## config.mk

```make
export PLATFORM = sky130hd
export DESIGN_NAME = ascon_op_sequencer
export DESIGN_NICKNAME = d
export VERILOG_FILES = /design/src/rtl/ascon_op_sequencer.sv
export SDC_FILE = /design/constraint.sdc
export NUM_CORES = 1
export LEC_CHECK = 0
export CORE_MARGIN = 10
export CORE_UTILIZATION = 35
export CTS_CLUSTER_DIAMETER = 50
export CTS_CLUSTER_SIZE = 10
export DETAILED_ROUTE_END_ITERATION = 12
export GPL_ROUTABILITY_DRIVEN = 0
export GPL_TIMING_DRIVEN = 0
export HOLD_SLACK_MARGIN = 0.12
export PLACE_DENSITY_LB_ADDON = 0.1
export SLEW_MARGIN = 20
export SYNTH_ARGS = -nofsm -noshare
export SYNTH_HDL_FRONTEND = slang
export SYNTH_SLANG_ARGS = --single-unit
```

## constraint.sdc

```tcl
create_clock -name clk -period 1.9 [get_ports clk]
set_input_delay 0.38 -clock clk [delete_from_list [all_inputs] [get_ports clk]]
set_output_delay 0.38 -clock clk [all_outputs]
set_load 0.05 [all_outputs]
```

## src/rtl/ascon_op_sequencer.sv

```systemverilog
// ascon_op_sequencer
// Control FSM for the Ascon datapath. Walks init, p^a / p^b permutation
// rounds, key and domain-separation XORs, per-block absorb and hash squeeze,
// emitting one-cycle strobes to the 320-bit state datapath. Block data is
// exchanged over a blk_req/blk_valid handshake; squeezed blocks over
// squeeze/sq_ack.
//
// Ports
//   clk, rst        system clock, synchronous active-high reset
//   op_mode         001 enc, 010 dec, 011 hash, 100 perm-only
//   op_start        start request, sampled only in IDLE
//   ad_blocks       associated-data block count (0 allowed)
//   msg_blocks      message block count, >=1 except perm-only
//   blk_valid       data block present for the current blk_req
//   sq_ack          squeezed block consumed
//   abort           abort request (active only with ASCON_SEQ_ABORT_EN)
//   state_load, perm_en, round_idx, key_xor_tail, key_xor_head, dsep_xor,
//   absorb_ad, absorb_msg   datapath strobes
//   blk_req, squeeze        handshake levels
//   blk_idx                 current AD/msg/squeeze block index
//   busy, done, err         status
//
// Build option: define ASCON_SEQ_ABORT_EN to make the abort input effective.
//
// state      | meaning
// IDLE       | waiting for op_start
// INIT       | load IV||K||N (hash: IV||0)
// PA         | initial p^a rounds (also the whole perm-only operation)
// KTAIL      | XOR key into the tail of the state after init
// AD_WAIT    | waiting for an AD block
// PB_AD      | p^b after an AD block
// DSEP       | domain-separation XOR
// MSG_WAIT   | waiting for a msg block
// PB_MSG     | p^b after a non-final AEAD msg block
// MSG_PA     | p^a after a hash msg block
// KHEAD      | key XOR before finalization
// PA_FIN     | finalization p^a
// KTAIL_FIN  | key XOR after finalization (tag)
// SQ_WAIT    | hash output block presented until sq_ack
// SQ_PA      | p^a between squeeze blocks
// DONE       | one-cycle completion pulse

module ascon_op_sequencer #(
    parameter int A_ROUNDS = 12,
    parameter int B_ROUNDS = 6,
    parameter int BLK_W    = 4
) (
    input  logic             clk,
    input  logic             rst,
    input  logic [2:0]       op_mode,
    input  logic             op_start,
    input  logic [BLK_W-1:0] ad_blocks,
    input  logic [BLK_W-1:0] msg_blocks,
    input  logic             blk_valid,
    input  logic             sq_ack,
    input  logic             abort,
    output logic             state_load,
    output logic             perm_en,
    output logic [3:0]       round_idx,
    output logic             key_xor_tail,
    output logic             key_xor_head,
    output logic             dsep_xor,
    output logic             blk_req,
    output logic             absorb_ad,
    output logic             absorb_msg,
    output logic             squeeze,
    output logic [BLK_W-1:0] blk_idx,
    output logic             busy,
    output logic             done,
    output logic             err
);

    typedef enum logic [3:0] {
        S_IDLE, S_INIT, S_PA, S_KTAIL, S_AD_WAIT, S_PB_AD, S_DSEP, S_MSG_WAIT,
        S_PB_MSG, S_MSG_PA, S_KHEAD, S_PA_FIN, S_KTAIL_FIN, S_SQ_WAIT, S_SQ_PA,
        S_DONE
    } state_t;

    localparam logic [2:0] MODE_ENC  = 3'b001;
    localparam logic [2:0] MODE_DEC  = 3'b010;
    localparam logic [2:0] MODE_HASH = 3'b011;
    localparam logic [2:0] MODE_PERM = 3'b100;

    // Round counters run down to 0; round_idx = 11 - rounds_left gives the
    // ascending constant index 12-N .. 11.
    localparam logic [3:0] A_LOAD = 4'(A_ROUNDS - 1);
    localparam logic [3:0] B_LOAD = 4'(B_ROUNDS - 1);
    localparam logic [BLK_W-1:0] SQ_LAST = BLK_W'(3);

    state_t           state_q, state_d;
    logic [3:0]       rnd_q, rnd_d;
    logic [BLK_W-1:0] blk_idx_q, blk_idx_d;
    logic [2:0]       mode_q, mode_d;
    logic [BLK_W-1:0] ad_cnt_q, ad_cnt_d;
    logic [BLK_W-1:0] msg_cnt_q, msg_cnt_d;
    logic             err_q, err_d;

    logic             abort_act;
    logic             start_legal;
    logic             msg_last;

`ifdef ASCON_SEQ_ABORT_EN
    assign abort_act = abort && (state_q != S_IDLE);
`else
    logic unused_abort;
    assign unused_abort = abort;
    assign abort_act    = 1'b0;
`endif

    always_comb begin
        start_legal = 1'b0;
        case (op_mode)
            MODE_ENC, MODE_DEC, MODE_HASH: start_legal = (msg_blocks != '0);
            MODE_PERM:                     start_legal = 1'b1;
            default:                       start_legal = 1'b0;
        endcase
    end

    // Widened compare so msg_cnt = 2^BLK_W-1 cannot wrap.
    assign msg_last = ({1'b0, blk_idx_q} + 1'b1) == {1'b0, msg_cnt_q};

    always_comb begin
        state_d      = state_q;
        rnd_d        = rnd_q;
        blk_idx_d    = blk_idx_q;
        mode_d       = mode_q;
        ad_cnt_d     = ad_cnt_q;
        msg_cnt_d    = msg_cnt_q;
        err_d        = 1'b0;

        state_load   = 1'b0;
        perm_en      = 1'b0;
        round_idx    = 4'd0;
        key_xor_tail = 1'b0;
        key_xor_head = 1'b0;
        dsep_xor     = 1'b0;
        blk_req      = 1'b0;
        absorb_ad    = 1'b0;
        absorb_msg   = 1'b0;
        squeeze      = 1'b0;
        done         = 1'b0;
        busy         = (state_q != S_IDLE) && (state_q != S_DONE);

        case (state_q)
            S_IDLE: begin
                blk_idx_d = '0;
                if (op_start) begin
                    if (start_legal) begin
                        mode_d    = op_mode;
                        ad_cnt_d  = ad_blocks;
                        msg_cnt_d = msg_blocks;
                        if (op_mode == MODE_PERM) begin
                            state_d = S_PA;
                            rnd_d   = A_LOAD;
                        end else begin
                            state_d = S_INIT;
                        end
                    end else begin
                        err_d = 1'b1;
                    end
                end
            end
            S_INIT: begin
                state_load = 1'b1;
                state_d    = S_PA;
                rnd_d      = A_LOAD;
            end
            S_PA: begin
                perm_en   = 1'b1;
                round_idx = 4'd11 - rnd_q;
                rnd_d     = rnd_q - 4'd1;
                if (rnd_q == 4'd0) begin
                    rnd_d = 4'd0;
                    case (mode_q)
                        MODE_PERM: state_d = S_DONE;
                        MODE_HASH: begin
                            state_d   = S_MSG_WAIT;
                            blk_idx_d = '0;
                        end
                        default:   state_d = S_KTAIL;
                    endcase
                end
            end
            S_KTAIL: begin
                key_xor_tail = 1'b1;
                blk_idx_d    = '0;
                state_d      = (ad_cnt_q == '0) ? S_DSEP : S_AD_WAIT;
            end
            S_AD_WAIT: begin
                blk_req = 1'b1;
                if (blk_valid && !abort_act) begin
                    absorb_ad = 1'b1;
                    blk_idx_d = blk_idx_q + 1'b1;
                    state_d   = S_PB_AD;
                    rnd_d     = B_LOAD;
                end
            end
            S_PB_AD: begin
                perm_en   = 1'b1;
                round_idx = 4'd11 - rnd_q;
                rnd_d     = rnd_q - 4'd1;
                if (rnd_q == 4'd0) begin
                    rnd_d   = 4'd0;
                    // blk_idx already counts absorbed AD blocks here
                    state_d = (blk_idx_q == ad_cnt_q) ? S_DSEP : S_AD_WAIT;
                end
            end
            S_DSEP: begin
                dsep_xor  = 1'b1;
                blk_idx_d = '0;
                state_d   = S_MSG_WAIT;
            end
            S_MSG_WAIT: begin
                blk_req = 1'b1;
                if (blk_valid && !abort_act) begin
                    absorb_msg = 1'b1;
                    blk_idx_d  = blk_idx_q + 1'b1;
                    if (mode_q == MODE_HASH) begin
                        state_d = S_MSG_PA;
                        rnd_d   = A_LOAD;
                    end else if (msg_last) begin
                        state_d = S_KHEAD;
                    end else begin
                        state_d = S_PB_MSG;
                        rnd_d   = B_LOAD;
                    end
                end
            end
            S_PB_MSG: begin
                perm_en   = 1'b1;
                round_idx = 4'd11 - rnd_q;
                rnd_d     = rnd_q - 4'd1;
                if (rnd_q == 4'd0) begin
                    rnd_d   = 4'd0;
                    state_d = S_MSG_WAIT;
                end
            end
            S_MSG_PA: begin
                perm_en   = 1'b1;
                round_idx = 4'd11 - rnd_q;
                rnd_d     = rnd_q - 4'd1;
                if (rnd_q == 4'd0) begin
                    rnd_d = 4'd0;
                    if (blk_idx_q == msg_cnt_q) begin
                        state_d   = S_SQ_WAIT;
                        blk_idx_d = '0;
                    end else begin
                        state_d = S_MSG_WAIT;
                    end
                end
            end
            S_KHEAD: begin
                key_xor_head = 1'b1;
                state_d      = S_PA_FIN;
                rnd_d        = A_LOAD;
            end
            S_PA_FIN: begin
                perm_en   = 1'b1;
                round_idx = 4'd11 - rnd_q;
                rnd_d     = rnd_q - 4'd1;
                if (rnd_q == 4'd0) begin
                    rnd_d   = 4'd0;
                    state_d = S_KTAIL_FIN;
                end
            end
            S_KTAIL_FIN: begin
                key_xor_tail = 1'b1;
                state_d      = S_DONE;
            end
            S_SQ_WAIT: begin
                squeeze = 1'b1;
                if (sq_ack && !abort_act) begin
                    blk_idx_d = blk_idx_q + 1'b1;
                    if (blk_idx_q == SQ_LAST) begin
                        state_d = S_DONE;
                    end else begin
                        state_d = S_SQ_PA;
                        rnd_d   = A_LOAD;
                    end
                end
            end
            S_SQ_PA: begin
                perm_en   = 1'b1;
                round_idx = 4'd11 - rnd_q;
                rnd_d     = rnd_q - 4'd1;
                if (rnd_q == 4'd0) begin
                    rnd_d   = 4'd0;
                    state_d = S_SQ_WAIT;
                end
            end
            S_DONE: begin
                done    = 1'b1;
                state_d = S_IDLE;
            end
            default: state_d = S_IDLE;
        endcase

        if (abort_act) begin
            state_d = S_IDLE;
        end
    end

    always_ff @(posedge clk) begin
        if (rst) begin
            state_q   <= S_IDLE;
            rnd_q     <= 4'd0;
            blk_idx_q <= '0;
            mode_q    <= 3'b000;
            ad_cnt_q  <= '0;
            msg_cnt_q <= '0;
            err_q     <= 1'b0;
        end else begin
            state_q   <= state_d;
            rnd_q     <= rnd_d;
            blk_idx_q <= blk_idx_d;
            mode_q    <= mode_d;
            ad_cnt_q  <= ad_cnt_d;
            msg_cnt_q <= msg_cnt_d;
            err_q     <= err_d;
        end
    end

    assign blk_idx = blk_idx_q;
    assign err     = err_q;

endmodule

```

Word-level counts from Yosys, hierarchy flattened:

Cells that the tools add are included.

* $mul: 0
* mux-type cells: 51
* add/subtract/negate cells: 4
* bitwise gates (word level): 2
* order comparisons: 0
* reduce and logical (&&, ||, !) cells: 19
* equal/unequal tests: 43
* shift operators: 0
* divide/modulo/power cells: 0

Operators with widths (number)
* 4-bit two-way mux: 28
* 4-bit one-hot mux with 16 select lines: 1
* 4-bit equality test, second input constant: 8
* 2-bit != test, second input constant: 15
* 4-bit one-hot mux with 6 select lines: 1
* 4-bit one-hot mux with 5 select lines: 1
* 4-bit by 3-bit equality test with 1-bit output, second input constant: 4
* 1-bit two-way mux: 13
* 4-bit by 2-bit equality test with 1-bit output, second input constant: 3
* 4-bit logical NOT: 3
* 11-bit AND reduction: 1
* 2-bit two-way mux: 5
* 3-bit by 2-bit equality test with 1-bit output, second input constant: 3
* 9-bit AND reduction: 1
* 3-bit OR reduction: 3
* 4-bit equality test: 2
* 4-bit one-hot mux with 2 select lines: 1
* 4-bit nonzero test: 2
* 7-bit AND reduction: 1
* 3-bit equality test, second input constant: 2
* 6-bit nonzero test: 1
* 2-bit OR reduction: 3
* 6-bit OR reduction: 1
* 4-bit by 1-bit adder with 5-bit output, second input constant: 1
* other kinds (14): 15

* output and inout bits: 20
* input port bits: 17
* register bits after elaboration: 24
* RAM bits: 0
* logic and storage cells: 126
* latch bits: 0
* memories kept: 0
* ROM bits: 0

Longest topological paths before layout:

Gate-level depths: netlist (run 1).

* depth after elaboration: 6
* mapped depth: 7
* mapped depth without buffers: 7

Worst setup path after synthesis (run 1):

Ideal clock, no wire load.

* kind: reg2out
* start: register state_q[2]
* end: output port busy
* arrival: 2.630 ns
* buffers on the path: 2
* cell stages (with the launch flop): 6
* data required time: 1.520 ns
* slack: -1.110 ns
* cell sequence: dfxtp_1 -> buf_2 -> clkbuf_1 -> nand2_1 -> nor3_1 -> nor2_1

* word-level cells in the longest chain between the ends: 2
* elaborated cells between the ends (all ways): 3
* classes of those cells: eq/ne (1); reduce/logical (2)

Ends and longest elaborated chain
* from (decl): RTL line 90 `state_t state_q, state_d;`
* from (signal assigned): RTL line 313 `state_q <= state_d;`
* 4-bit != test or 4-bit nonzero test (tied branches): RTL line 142 `busy = (state_q != S_IDLE) && (state_q != S_DONE);`
* 1-bit logical AND *: RTL line 142
* to (decl): RTL line 68 `output logic busy,`

Every way passes the cells marked *; elsewhere a longest branch is shown, timed or not.

Worst setup path in the final report (run 1):

* start: register state_q[0]
* end: output port round_idx[3]

* word-level cells in the longest chain between the ends: 3
* elaborated cells between the ends (all ways): 8
* classes of those cells: eq/ne (6); mux (1); reduce/logical (1)

Ends and longest elaborated chain
* 4-bit equality test (tied with other cells): RTL line 144 `case (state_q)`
* 6-bit OR reduction (no line) *
* 4-bit two-way mux *
* to (decl): RTL line 59 `output logic [3:0] round_idx,`

Marks and branches as above.

==> results.txt, run 1 <==
- Run status: complete, but fails checks
* Violated checks: negative setup slack
- Startpoint class of the critical path: register
* Proportion of netlist area held by the largest area contributor: 26.0%
- The synthesized netlist occupies a cell area of 1850 µm².
- List of most frequent post-synthesis cells: sky130_fd_sc_hd__nor2_1, sky130_fd_sc_hd__dfxtp_1, sky130_fd_sc_hd__inv_1
- In this run, flip-flops and latches consume about 17% of the power.
- Synthesis handed over a netlist of 221 instances.
* Warnings, synthesis: 0
- Dominant delay contributor by cell family on the critical path: compound AO/OA/AOI/OAI gates
* Count of unique library cells instantiated by Yosys: 70
* Post-route clock period utilization: 111%
- Length of the first detailed-routing pass in iterations: 4
- The core region is roughly 5000 µm².
- In this run the worst path has a maximum fanout of 7.
- For the worst-skew pair, the clock arrives at the later sink with an insertion delay of 0.27 ns.
- Port buffer count: 35
- The first global-routing pass estimated 10100 µm of wire.
* Top-count cell post-synth: sky130_fd_sc_hd__nor2_1
- In this run, synthesis inferred 0 flip-flops with an integrated enable.
- On the worst path, the slowest cell contributes a delay of 0.32 ns.
- The number of slew-limit violations in the final report is 0.
- Entering global routing, the biggest net connects 14 pins.
- On the final layout, the worst hold slack is around 0.46 ns.
- Across the routed clock network, the largest skew measured is 0.00751 ns.
* Height of the chip: 92.7 µm
- Cell internal power was estimated by the tool at about 0.0021 W.
- Synthesized area per cell: approximately 8.4 µm²
* Detailed-route via count: between 2k and 2.5k
* Slew @ Worst Pin: 0.560 ns
* Crit-path cells: buf_6 > nand2b_4 > o221a_4 > a21o_4 > nor2_4 > buf_8
* Fraction of the yosys area taken by sequential cells: 26.0%
- Summed over all layers, the routed wires come to 6660 µm.
- Drt initial violations: 142
- Proportion of total power due to net switching: 45.7%
- After the last flow step, the layout net total stands at 318.
- Number of setup violations in the final report: 16
- Top-Level Pins: 37
- By area the synthesized netlist is led by sky130_fd_sc_hd__dfxtp_1, sky130_fd_sc_hd__nor2_1, sky130_fd_sc_hd__mux2i_1, sky130_fd_sc_hd__xnor2_1, sky130_fd_sc_hd__xor2_1.
- Data on the critical path is required at its endpoint by 1.52 ns.
- Proportion of power drawn by combinational gates: 74.5%
* Arr. time, crit path: 1.73 ns
- Main synth FF type: sky130_fd_sc_hd__dfxtp_1
- For this design the static power due to leakage is 1.27 nW.
* Wirelength per Cell: between 15 and 20 µm
* Time the worst path needs with I/O delays and setup: 2.11 ns
* Setup crit end kind: output port
* Synthesized netlist net count: 241
- 0 antenna diodes ended up in the layout.
- The critical path is of the reg2out type.
* GRT Overall Usage: 14.4%
- Counting both buffers and inverters, the worst setup path holds a total of 2.
- TritonCTS built the clock tree.
- Counting flops and latches in the post-synthesis netlist gives 24.
* Vias per inst: about 5.7
- The worst register-to-register path begins at state_q[0].
- Detailed placer's ending HPWL: 4330 µm
- Setup repair after global routing could not meet its margin everywhere.
- For this design the total switching power over the nets is around 0.0018 W.
* Remaining global-route overflow: 0
- CTS built an H-tree with a depth of 1.
- In this run the most critical hold path is launched from op_mode[1].
- Number of global-route vias before repair: 1964
- Placement Rows: 26
- Post-route core utilization: approximately 61%
- TritonCTS sink count: 24
- The most critical setup path has its startpoint at state_q[0].
- Clock-pin slew was measured on the worst setup and hold paths at 0.08 ns.
* Cell at the root of the clock tree: sky130_fd_sc_hd__clkbuf_8
- Highest clock frequency the design can meet: between 400 and 500 MHz
* Yosys top cell by area: sky130_fd_sc_hd__dfxtp_1
- Floorplan die area: 8590 µm²
* Worst max-slew margin expressed relative to the limit: ~62%
- The clock network burns 8.3% of the power.
- Starting density of the core: 36.2%
- Share of final-layout standard cells stronger than drive strength 1: about half
- The worst-case IR drop observed on VDD is 0.527 mV.
* Number of remaining DRC errors: 0
- Among all stages on the critical path, the largest delay is contributed by sky130_fd_sc_hd__dfxtp_2.
* Initial antenna violation count: 0
- Number of max-capacitance violations reported: 0
- Area added between synthesis and finish: 69.7%
- Die extent in x: 92.7 µm
* Final antenna-violating net count: 0
* Final-report hold violation count: 0
* Final setup margin: -0.206 ns
- The clock passes through at most 2 buffers.
- Overall power of the completed layout: around 0.0039 W
* Worst min-delay path category: in2reg
- Dividing total power by cell area gives a power density of 1250 nW/µm².
- Of all flip-flops after synthesis, the portion carrying an async set or reset was 0%.
- Number of buffers created by CTS: 3
state kept, by name, summed over array words and instances (netlist names):
signal     flops
blk_idx        4
state_q        4
mode_q         3
err            1
rnd_q          4
ad_cnt_q       4
msg_cnt_q      4
cell type report:
class / count / area [µm²]
repair buffers: 75 / 682
plain buffers: 11 / 123
fillers: 429 / 1970
inverters: 12 / 51.3
flip-flops and latches: 24 / 508
multi-input cells: 171 / 1640
clock buffers: 4 / 45.0
well taps: 70 / 87.6
placed cells by master, fill, tap and decap left out, types with 3 or more instances in the layout:
cell type,n
sky130_fd_sc_hd__a21oi_1,6
sky130_fd_sc_hd__buf_2,3
sky130_fd_sc_hd__buf_4,41
sky130_fd_sc_hd__buf_6,10
sky130_fd_sc_hd__buf_8,9
sky130_fd_sc_hd__clkbuf_8,3
sky130_fd_sc_hd__clkdlybuf4s50_1,12
sky130_fd_sc_hd__dfxtp_1,16
sky130_fd_sc_hd__dfxtp_4,7
sky130_fd_sc_hd__dlymetal6s2s_1,4
sky130_fd_sc_hd__inv_1,7
sky130_fd_sc_hd__inv_2,3
sky130_fd_sc_hd__mux2i_1,10
sky130_fd_sc_hd__nand2_1,6
sky130_fd_sc_hd__nand2b_1,3
sky130_fd_sc_hd__nand3_1,4
sky130_fd_sc_hd__nand4_1,4
sky130_fd_sc_hd__nor2_1,20
sky130_fd_sc_hd__nor2_2,3
sky130_fd_sc_hd__nor2_4,5
sky130_fd_sc_hd__nor2b_4,3
sky130_fd_sc_hd__nor4_2,3
sky130_fd_sc_hd__o21ai_0,5
sky130_fd_sc_hd__o311ai_1,3
sky130_fd_sc_hd__o41ai_2,3
sky130_fd_sc_hd__xnor2_1,7
sky130_fd_sc_hd__xor2_1,5
repair_timing:
| item | CTS | global route |
|---|---|---|
| pin swaps | 20 | 20 |
| hold buffers | 0 | 0 |
| buffers inserted | 18 | 21 |
| gates cloned | 0 | 1 |
| resized for setup | 165 | 54 |
| endpoints found under the setup margin | 39 | 39 |
worst min-delay path, delay by kind of cell:
family	cells	cell delay [ns]
buffers and inverters	1	0.15
muxes	1	0.09
and+or+nand+nor	1	0.07
through the flow:
stage	instance area (µm²)	TNS (ns)	std cells	setup WS, ns
floorplan	1940	-0.621	221	-0.232
finish	3140	-1.64	367	-0.206
CTS	2780	-1.69	346	-0.234
detailed placement	2380	-19.85	326	-0.832
global route	3140	-4.08	367	-0.260
global placement	2380	-19.85	326	-0.824
kinds of logic after synthesis:
logic type / Yosys count / synth area share, %
adders and majority gates: 3 / 2.03
muxes: 10 / 5.42
buffers and inverters: 26 / 6.23
xor gates and xnor gates: 15 / 7.52
and+or+nand+nor: 87 / 27.1
AOI/OAI and AO/OA: 56 / 25.7
DFF: 24 / 26.0
final timing paths:
kind	cells after the start	slack, ns	end
setup / recovery	6	-0.21	round_idx[3]
hold / removal	3	0.46	mode_q[1]
setup reg to reg	8	-0.16	rnd_q[1]
hold reg to reg	2	0.51	rnd_q[2]
power by group through the flow:
stage	clock, W	sequential [W]	combinational (W)
finish	0.000325	0.000673	0.00291
global route	0.000349	0.000686	0.00307
CTS	0.000337	0.000667	0.00231
detailed placement	0	0.000660	0.00184
global placement	0	0.000658	0.00184
floorplan	0	0.000665	0.00138
layer usage:
layer / part of all wire, % / wire length [µm] / track usage [%] / vias up
met1: 44 / 2930 / 17.9 / 997
met2: 46 / 3080 / 22.5 / 82
met5: 0 / 0 / 0 / -
met3: 7.0 / 465 / 3.47 / 18
met4: 2.6 / 175 / 7.20 / 0
li1: - / - / - / 985
No activity file was read; power rests on OpenSTA's default activity.
==> run 2: changes to the inputs <==
CAP_MARGIN = 40   (was unset)
CORE_MARGIN = 4   (was 10)
==> results.txt, run 2 (synthesized netlist as in run 1, its figures left out) <==
- Number of global-route vias before repair: 1899
* Net load switching power: 0.00180 W
- TritonCTS built the clock tree.
- Entering global routing, the biggest net connects 14 pins.
- Timing startpoint of the critical path: op_mode[2]
* Filler cell count: 420
- Time the worst path needs with I/O delays and setup: 2.08 ns
- Proportion of power drawn by combinational gates: 74.6%
- Of the cells placed in the final design, the portion with a size suffix greater than 1 is about half.
- Total power density per cell area: between 1000 and 1500 nW/µm²
- The flow ran to the end, but the final reports show violations.
- The clock network burns 7.8% of the power.
* Dominant delay contributor by cell family on the critical path: simple AND/OR/NAND/NOR gates
- The detailed router finished its first iteration with 184 violations.
* Startpoint class of the critical path: input pin
- Setup violations remaining at the end of the flow were counted as 23.
* Final antenna-violating net count: 0
* Placed cell area: 2380 µm²
- Leak pwr: between 1 and 1.5 nW
* Worst clock skew: 0.0104 ns
- The library cells used most frequently in the layout, excluding fill and tap cells, are sky130_fd_sc_hd__buf_4, sky130_fd_sc_hd__nor2_1, sky130_fd_sc_hd__buf_6, sky130_fd_sc_hd__dfxtp_1, sky130_fd_sc_hd__clkdlybuf4s50_1.
- Sequential cells burn 17.6% of the power.
* TritonCTS sink count: 24
- At the worst endpoint, the required time is 2.11 ns.
- The floorplan step defined a die boundary enclosing 6510 µm².
- Starting density of the core: 36.2%
* Placement Rows: 26
* Core Box Area: between 5000 and 6000 µm²
- STA puts the critical path data arrival time at 2.30 ns.
- Endpoint of the most critical register-to-register path: rnd_q[1]
- After global routing the overflow that remains totals 0.
- The HPWL after detailed placement is 4090 µm.
- Wirelength per Cell: ~18 µm
- Detailed routing inserted a total of around 2.1k vias.
- The first global-routing pass estimated around 10000 µm of wire.
* Cell count of the worst reg-to-reg path: 7
- The path class of the tightest hold or removal check is in2reg.
- Path type of the worst setup path: in2reg
- In the routed design, unresolved DRC markers number 0.
- Skew-Pair Late Insertion Delay: 0.27 ns
- Setup slack on the worst reg-to-reg path comes out at -0.18 ns.
- Setup crit end kind: register
* Final setup margin: -0.182 ns
- CP max-delay cell: sky130_fd_sc_hd__or4b_4
- Startpoint of the most critical register-to-register path: state_q[0]
- The initial antenna violation count came to 0.
* Port buffer count: 35
* H-tree depth: 1
- Capturing instance or port of the critical path: rnd_q[1]
- Timing analysis after detailed placement gives a worst setup slack of -0.828 ns.
- IR analysis of the VDD net gives a maximum drop of 0.600 mV.
* Total wire length: 6490 µm
- Unrepaired setup endpoints after global routing: true
- Before antenna repair, the detailed router went through 4 iterations.
* Antenna cell count: 0
- Levels on crit path: 6
- The final reports fail on negative setup slack.
* Smallest hold slack: roughly 0.45 ns
* Clock-pin slew on the worst setup and hold paths: about 0.090 ns
- Sum of negative setup slack: -1.64 ns
- On the worst path, the slowest cell contributes a delay of 0.56 ns.
- Vias per inst: 5.76
- Final-report hold violation count: 0
* Crit-path cells: clkdlybuf4s15_2 > or3b_4 > a22o_4 > or4b_4 > o31ai_4 > o311a_1
* P_int: approximately 0.0022 W
- Pin placement for this block handled 37 I/O pins.
* Launch instance of the worst min-delay path: op_mode[1]
- In the finished design, the share of the clock period the worst path needs comes to 110%.
* Cell at the root of the clock tree: sky130_fd_sc_hd__clkbuf_8
- The number of buffers and inverters on the critical path is 1.
- Number of pins exceeding their max-slew limit in the final report: 0
* Area added between synthesis and finish: 74.6%
* Final net count: 319
- Height of the chip: 80.7 µm
* Post-route cell area: 3230 µm²
* GRT Overall Usage: around 20%
* Highest clock frequency the design can meet: around 480 MHz
* Die extent in x: 80.7 µm
- The library cell used most frequently in the layout, excluding fill and tap cells, is sky130_fd_sc_hd__buf_4.
- Slew @ Worst Pin: 0.509 ns
- Buffers from clock root to sink, at most: 2
- In this run switching power makes up 45.2% of total power.
* Worst max-slew margin expressed relative to the limit: ~66%
- Number of buffers created by CTS: 3
- Of all nets on the critical path, the largest fanout is 4.
- Number of max-capacitance violations reported: 0
-- run 2: changes by cell type in the layout (fill, tap and decap cells not counted), sizes merged --
cell / delta
clkdlybuf4s15: +1
clkinvlp: +1
dlymetal6s2s: -2
inv: -1
dlygate4sd2: +1
clkdlybuf4s50: +1
-- run 2: through the flow --
step                total power [W]  utilization, %  cells
floorplan                   0.00205               -    221
global placement            0.00249            46.6    326
detailed placement          0.00249            46.6    326
CTS                         0.00355            57.8    348
global route                0.00419            63.2    368
finish                      0.00399            63.2    368
-- run 2: final cells by class --
class,count,area (µm²),share of cell area (%)
clock buffer,4,45.0,1.40
inverter,12,52.6,1.63
buffer,9,128,3.96
tap,70,87.6,2.71
timing repair buffer,78,739,22.9
multi-input combinational,171,1670,51.6
sequential,24,508,15.7
-- run 2: worst min path at each step --
stage / endpoint / slack (ns) / cells past startpoint
after global routing: mode_q[1] / 0.47 / 3
after CTS: rnd_q[2] / 0.47 / 2
final: mode_q[1] / 0.45 / 3
after detailed placement: rnd_q[2] / 0.46 / 2
after global placement: rnd_q[2] / 0.46 / 2
after floorplan: rnd_q[2] / 0.44 / 2
-- run 2: power by group through the flow --
stage	clock [W]	sequential, W	combinational, W
2_1_floorplan	0	0.000665	0.00138
3_3_place_gp	0	0.000658	0.00183
3_5_place_dp	0	0.000660	0.00183
4_1_cts	0.000323	0.000668	0.00256
5_1_grt	0.000349	0.000715	0.00312
6_report	0.000312	0.000702	0.00298
-- run 2: repair_timing --
action                     4_1_cts  5_1_grt
setup buffers                   19       26
gates resized for setup        180       46
cloned                           0        1
setup endpoints to repair       38       39
hold buffers                     0        0
pin swaps                       26       26
-- run 2: worst register-to-register path: stages (launching register included) --
cell and delay [ns]:
sky130_fd_sc_hd__dfxtp_4 0.41, sky130_fd_sc_hd__buf_6 0.12, sky130_fd_sc_hd__nor4_4 0.07, sky130_fd_sc_hd__buf_4 0.15, sky130_fd_sc_hd__a22o_4 0.27, sky130_fd_sc_hd__or4b_4 0.57
sky130_fd_sc_hd__o31ai_4 0.26, sky130_fd_sc_hd__o311a_1 0.20
-- run 2: routing by layer --
layer	vias to the layer above	wire length, µm	part of all wire, %	GRT usage (%)
met5	-	0	0	0
met4	0	238	3.7	6.93
met3	27	476	7.3	3.14
met2	103	3050	47	32.7
met1	1002	2730	42	25.4
li1	989	-	-	-
